File: src/rtl/aha_code_region_arbiter.sv
// Two-master arbiter for the code-region SRAM: M0 (CPU I/D) has fixed priority,
// M1 (loader/debug) is protected from starvation by a saturating counter.
module aha_code_region_arbiter #(
  parameter int STARVE_LIMIT = 8
) (
  input  logic        HCLK,
  input  logic        HRESETn,
  input  logic        M0_HSEL,
  input  logic        M1_HSEL,
  input  logic        M0_HREADY,
  input  logic        M1_HREADY,
  input  logic [1:0]  M0_HTRANS,
  input  logic [1:0]  M1_HTRANS,
  input  logic [31:0] M0_HADDR,
  input  logic [31:0] M1_HADDR,
  input  logic [2:0]  M0_HSIZE,
  input  logic [2:0]  M1_HSIZE,
  input  logic        M0_HWRITE,
  input  logic        M1_HWRITE,
  input  logic [31:0] M0_HWDATA,
  input  logic [31:0] M1_HWDATA,
  output logic        M0_HREADYOUT,
  output logic        M1_HREADYOUT,
  output logic [1:0]  M0_HRESP,
  output logic [1:0]  M1_HRESP,
  output logic [31:0] M0_HRDATA,
  output logic [31:0] M1_HRDATA,
  output logic        S_HSEL,
  output logic [1:0]  S_HTRANS,
  output logic [31:0] S_HADDR,
  output logic [2:0]  S_HSIZE,
  output logic        S_HWRITE,
  output logic [31:0] S_HWDATA,
  input  logic        S_HREADYOUT,
  input  logic [1:0]  S_HRESP,
  input  logic [31:0] S_HRDATA,
  output logic [1:0]  DPHASE_OWNER
);

  localparam logic [3:0] LIM = 4'(STARVE_LIMIT);
  localparam logic [1:0] OWN_NONE = 2'b00;
  localparam logic [1:0] OWN_M0   = 2'b01;
  localparam logic [1:0] OWN_M1   = 2'b10;

  logic        r_pend0, r_pend1;
  logic [31:0] r_addr0, r_addr1;
  logic [2:0]  r_size0, r_size1;
  logic        r_wr0, r_wr1;
  logic [3:0]  r_starve;
  logic [1:0]  r_owner;

  logic w_val0, w_val1;
  logic w_req0, w_req1;
  logic w_gnt0, w_gnt1;
  logic w_slot;

  assign w_val0 = M0_HSEL & M0_HTRANS[1] & M0_HREADY;
  assign w_val1 = M1_HSEL & M1_HTRANS[1] & M1_HREADY;
  assign w_req0 = r_pend0 | w_val0;
  assign w_req1 = r_pend1 | w_val1;

  // Reset gates the slot so nothing is issued while HRESETn is low
  assign w_slot = S_HREADYOUT & HRESETn;
  assign w_gnt1 = w_slot & w_req1 & (~w_req0 | (r_starve == LIM));
  assign w_gnt0 = w_slot & w_req0 & ~w_gnt1;

  assign S_HSEL   = w_gnt0 | w_gnt1;
  assign S_HTRANS = (w_gnt0 | w_gnt1) ? 2'b10 : 2'b00;

  always_comb begin
    S_HADDR  = r_pend0 ? r_addr0 : M0_HADDR;
    S_HSIZE  = r_pend0 ? r_size0 : M0_HSIZE;
    S_HWRITE = r_pend0 ? r_wr0   : M0_HWRITE;
    if (w_gnt1) begin
      S_HADDR  = r_pend1 ? r_addr1 : M1_HADDR;
      S_HSIZE  = r_pend1 ? r_size1 : M1_HSIZE;
      S_HWRITE = r_pend1 ? r_wr1   : M1_HWRITE;
    end
  end

  assign S_HWDATA = (r_owner == OWN_M1) ? M1_HWDATA : M0_HWDATA;

  assign M0_HREADYOUT = (r_owner == OWN_M0) ? S_HREADYOUT : ~r_pend0;
  assign M1_HREADYOUT = (r_owner == OWN_M1) ? S_HREADYOUT : ~r_pend1;
  assign M0_HRESP     = (r_owner == OWN_M0) ? S_HRESP : 2'b00;
  assign M1_HRESP     = (r_owner == OWN_M1) ? S_HRESP : 2'b00;
  assign M0_HRDATA    = S_HRDATA;
  assign M1_HRDATA    = S_HRDATA;
  assign DPHASE_OWNER = r_owner;

  always_ff @(posedge HCLK or negedge HRESETn) begin
    if (!HRESETn) begin
      r_pend0 <= 1'b0;
      r_addr0 <= '0;
      r_size0 <= '0;
      r_wr0   <= 1'b0;
    end else if (w_gnt0) begin
      r_pend0 <= 1'b0;
    end else if (w_val0 && !r_pend0) begin
      r_pend0 <= 1'b1;
      r_addr0 <= M0_HADDR;
      r_size0 <= M0_HSIZE;
      r_wr0   <= M0_HWRITE;
    end
  end

  always_ff @(posedge HCLK or negedge HRESETn) begin
    if (!HRESETn) begin
      r_pend1 <= 1'b0;
      r_addr1 <= '0;
      r_size1 <= '0;
      r_wr1   <= 1'b0;
    end else if (w_gnt1) begin
      r_pend1 <= 1'b0;
    end else if (w_val1 && !r_pend1) begin
      r_pend1 <= 1'b1;
      r_addr1 <= M1_HADDR;
      r_size1 <= M1_HSIZE;
      r_wr1   <= M1_HWRITE;
    end
  end

  always_ff @(posedge HCLK or negedge HRESETn) begin
    if (!HRESETn) begin
      r_starve <= '0;
    end else if (w_gnt1 || !w_req1) begin
      r_starve <= '0;
    end else if (w_gnt0 && r_starve != LIM) begin
      r_starve <= r_starve + 4'd1;
    end
  end

  always_ff @(posedge HCLK or negedge HRESETn) begin
    if (!HRESETn) begin
      r_owner <= OWN_NONE;
    end else if (S_HREADYOUT) begin
      unique case (1'b1)
        w_gnt1:  r_owner <= OWN_M1;
        w_gnt0:  r_owner <= OWN_M0;
        default: r_owner <= OWN_NONE;
      endcase
    end
  end

endmodule
File: config.mk
export PLATFORM = sky130hd
export DESIGN_NAME = aha_code_region_arbiter
export DESIGN_NICKNAME = d
export VERILOG_FILES = /design/src/rtl/aha_code_region_arbiter.sv
export SDC_FILE = /design/constraint.sdc
export NUM_CORES = 1
export LEC_CHECK = 0
export CAP_MARGIN = 20
export CORE_ASPECT_RATIO = 1.75
export CORE_MARGIN = 8
export CORE_UTILIZATION = 41
export CTS_CLUSTER_SIZE = 40
export DETAILED_ROUTE_END_ITERATION = 8
export PLACE_DENSITY = 0.95
export SYNTH_ARGS = -nofsm -noshare
export SYNTH_HDL_FRONTEND = slang
export SYNTH_SLANG_ARGS = --single-unit
export TNS_END_PERCENT = 10
File: constraint.sdc
create_clock -name HCLK -period 4.7 [get_ports HCLK]
set_input_delay 0.705 -clock HCLK [delete_from_list [all_inputs] [get_ports HCLK]]
set_output_delay 0.705 -clock HCLK [all_outputs]
set_load 0.05 [all_outputs]
Word-level counts from Yosys, hierarchy flattened
Index checks and enable logic that the tools add are counted.
Word-level totals
  bits in registers: 80
  logic and storage cells: 67
Cells by class
  bitwise operators: 18
  equality and inequality tests: 4
  $add $sub $neg: 1
  reduce and logical (&&, ||, !) cells: 12
  mux-type cells: 22
Operator list (number)
  2-to-1 mux 32 bit: 4
  AND 1 bit: 9
  2-to-1 mux 1 bit: 9
  2-to-1 mux 3 bit: 3
  2-to-1 mux 4 bit: 2
  2-to-1 mux 2 bit: 3
  nonzero test 2 bit: 3
  NOT 1 bit: 5
  adder 4 x 1 -> 4 bit, second input constant: 1
  equality test 4 bit, second input constant: 1
  != test 4 bit, second input constant: 1
  OR 1 bit: 4
  one-hot mux 2 bit (2 select lines): 1
  AND reduction 2 bit: 2
  logical AND 1 bit: 3
  zero test 1 bit: 3
  equality test 2 x 1 -> 1 bit, second input constant: 1
  equality test 2 bit, second input constant: 1
  logical OR 1 bit: 1

Longest topological paths before layout
  depth after elaboration: 11
  depth in mapped cells: 8
  gate-level depth less buffers: 6

Least setup slack after synthesis
Ideal clock, no wire load.
  path type: input-to-output
  from: input M0_HREADY
  to: output S_HADDR[10]
  cell stages on the path: 6
  data arrival time: 2.396 ns
  slack: 1.599 ns
  data required time: 3.995 ns
  cell sequence: a31o_2 a211oi_2 buf_2 buf_2 a211oi_1 a21oi_1
On the way
  longest elaborated chain between the ends: 6
Ends and longest elaborated chain
  from (decl): line 10  | input logic M0_HREADY,
  AND 1 bit: line 57  | assign w_val0 = M0_HSEL & M0_HTRANS[1] & M0_HREADY;
  OR 1 bit: line 59  | assign w_req0 = r_pend0 | w_val0;
  NOT 1 bit: line 64  | assign w_gnt1 = w_slot & w_req1 & (~w_req0 | (r_starve == LIM));
  OR 1 bit: line 64
  AND 1 bit: line 64
  2-to-1 mux 32 bit: line 74  | if (w_gnt1) begin
  to (decl): line 30  | output logic [31:0] S_HADDR,
Every way passes these cells.

Final worst setup path
  from: input S_HREADYOUT
  to: output S_HADDR[25]
On the way
  longest elaborated chain between the ends: 4
Ends and longest elaborated chain
  from (decl): line 34  | input logic S_HREADYOUT,
  AND 1 bit: line 63  | assign w_slot = S_HREADYOUT & HRESETn;
  AND 1 bit (2 in a row): line 64
  2-to-1 mux 32 bit: line 74
Every way passes these cells.

==> out/qor.yml <==
place:
  hpwl_um: 13500
  place_ws_ns: 1.05
  routabilityCongestion: 0.796
  dp_cells: 785
  placed_cell_area_sq_um: 7530
  portBuffers: 224
logic_synthesis:
  syn_area_per_cell_sq_um: 11.1
  synthArstFlopShare_pct: 100
  yosys-top-cells-count: "dfrtp_1, mux2_2, buf_4"
  yosysTopAreaCellShare_pct: 37.7
  ys_ff_latch: 80
  synth_cells: 479
  synth_most_common_cell: "dfrtp_1"
  ys_seq_area_share_pct: 37.7
  ys_top_cells_by_area: "dfrtp_1, mux2_2, buf_4, mux2_4, mux2i_1"
  synthFlopType: "dfrtp_1"
  synth_cell_type_count: 32
  yosysWarnings: 0
  yosysTopAreaCell: "dfrtp_1"
  syn_nets: 662
  synth_edf_count: 0
  syn_area_sq_um: 5300
clock_tree:
  hold_buffers: 0
  cts_sinks: 80
  clock_tree.buffer_depth: 2
  htreeDepth: 3
  numCtsBuffers: 9
  cts_root_buffer: "clkbuf_16"
  path_clk_slew_ns: 0.06
  cts_tree: "done"
  cts_setup_buffers: 0
  clk_latency_ns: 0.33
  ctsResizeCount: 0
worst_setup_path:
  worstPathMaxFanout: 73
  end_kind: "primary output"
  startpoint: "S_HREADYOUT"
  crit_required_ns: 3.99
  crit_type: "in -> out"
  startpoint_type: "input pin"
  r2r-start: "r_pend1"
  crit_arrival_ns: 2.97
run:
  drv_cap: 0
drt:
  drc: 0
  dr_total_vias: 4352
  firstDrtPassIters: 4
  wl_per_cell_um: 22.0
  drt_iter0_markers: 203
  m1WireLength_um: 5980
  wl_met2_um: 8870
  postRouteAntennaNets: 0
  drt-vias-per-instance: 5.41
  wl_um: 17700
  highest_layer: "met4"
  wl_met3_um: 1250
timing:
  slew_headroom_pct: 48.3
  finalSetupTns_ns: 0
  fmax_ghz: 0.272
  setup_viol: 0
  finalCriticalPeriod_ns: 3.67
  setup_slack_ns: 1.03
  min_period_over_period_pct: 78.1
  rsz0062_at_grt: "false"
  worst_pin_slew_ns: 0.775
  fin_skew_ns: 0.00786
  hold_violations: 0
  final_max_slew_viol_count: 0
global_routing:
  grt_use_total_pct: 20.3
  grt_pass1_vias: 4806
  grt_max_degree: 82
  grt_pass1_wl_um: 26600
  grt_antenna_before_repair: 2
  grt.overflow.total: 0
floorplanning:
  die_w_um: 102
  start_util_pct: 41.4
  ioPinCount: 324
  core-area_sq_um: 12800
  die_h_um: 166
  rows: 55
  design.die.area_sq_um: 17000
pwr:
  finalPower_mw: 3.46
  p_sw_mw: 1.23
  pwr-share-comb_pct: 46.6
  vdd_ir_drop_max_v: 0.000332
  p_per_area_nw_per_um2: 439
  netSwitchingFraction_pct: 35.5
  seqPwrFrac_pct: 31.2
  p_clk_share_pct: 22.2
  p_int_mw: 2.23
  p_leak_nw: 3.37
cells_and_area:
  area_growth_pct: 48.9
  design_area_sq_um: 7900
  fin_nets: 809
  drive_gt1_share_pct: 27.6
  multi_input_area_sq_um: 2640
  fillers: 1005
  regArea_sq_um: 2000
  final_cells: 804
hold_path:
  hp-class: "in -> async"
outcome:
  status: "complete, no violations"
sequential cells by signal, summed over array words and instances (netlist names):
signal        flops
r_addr0          32
r_addr1          32
r_starve          4
r_size0           3
r_size1           3
DPHASE_OWNER      2
r_pend0           1
r_pend1           1
r_wr0             1
r_wr1             1
critical path: stages:
cell             delay (ns)
clkdlybuf4s50_1        0.47
buf_4                  0.15
nand2_1                0.23
a211oi_4               0.37
buf_12                 0.33
a211oi_1               0.10
a21oi_1                0.38
buf_12                 0.19
worst paths after layout:
path / depth (start not counted) / slack [ns] / to
setup / recovery: 8 / 1.03 / S_HADDR[25]
hold / removal: 2 / 0.41 / r_starve[1]
setup reg to reg: 5 / 1.92 / r_addr0[14]
hold reg to reg: 1 / 0.51 / r_wr0
max in group asynchronous: 3 / 3.71 / r_addr1[17]
min in group HCLK: 1 / 0.51 / r_wr0
kinds of logic after synthesis:
logic type	after synthesis	synth area share, %
other	1	0.0707
AND/OR/NAND/NOR	66	7.05
AO/OA/AOI/OAI	88	10.7
multiplexers	140	31.0
flip-flops	80	37.7
adder cells (fa/ha/maj)	2	0.472
buffers and inverters	102	12.9
cell usage in the layout (no fill, tap or decap), types with 2 or more instances in the layout:
master / synthesis / layout
buf_4: 69 / 9
clkinv_2: 0 / 2
dfrtp_2: 0 / 2
a211oi_1: 36 / 36
ha_1: 2 / 2
a21oi_1: 43 / 43
clkdlybuf4s50_1: 0 / 187
clkbuf_16: 0 / 9
dfrtp_1: 80 / 78
mux2i_1: 36 / 36
and2_1: 4 / 4
nand2_1: 6 / 6
nor2b_1: 37 / 36
bufinv_16: 0 / 2
nor2_1: 8 / 8
mux2_4: 30 / 30
mux2_2: 74 / 74
diode_2: 0 / 2
nand3_1: 6 / 6
inv_1: 5 / 5
o21ai_0: 2 / 2
clkbuf_8: 0 / 2
buf_12: 0 / 36
per-stage QoR:
step	utilization [%]	hold slack (ns)
3_5_place_dp	58.8	0.495
4_1_cts	61.4	0.508
2_1_floorplan	-	0.409
3_3_place_gp	58.8	0.486
6_report	61.7	0.410
5_1_grt	61.7	0.427
per-layer routing:
metal  vias up  GRT usage (%)
met2       214           34.5
met3        99           4.63
met5         -              0
li1       1936              -
met4         0           18.4
met1      2103           19.6
final cells by class:
class | instances | area share (%)
Sequential cell | 80 | 25.4
Antenna cell | 2 | 0.0634
Inverter | 5 | 0.238
Clock buffer | 11 | 3.20
Multi-Input combinational cell | 297 | 33.4
Tap cell | 171 | 2.71
Timing Repair Buffer | 233 | 34.0
Clock inverter | 5 | 0.998
power by group through the flow:
stage	Clock (mW)	Sequential (mW)	Combinational, mW
2_1_floorplan	0	1.02	1.16
3_3_place_gp	0	1.06	1.57
3_5_place_dp	0	1.08	1.61
4_1_cts	0.782	1.08	1.62
5_1_grt	0.804	1.11	1.69
6_report	0.769	1.08	1.61
Note: power is estimated with default switching activity, not from simulation.
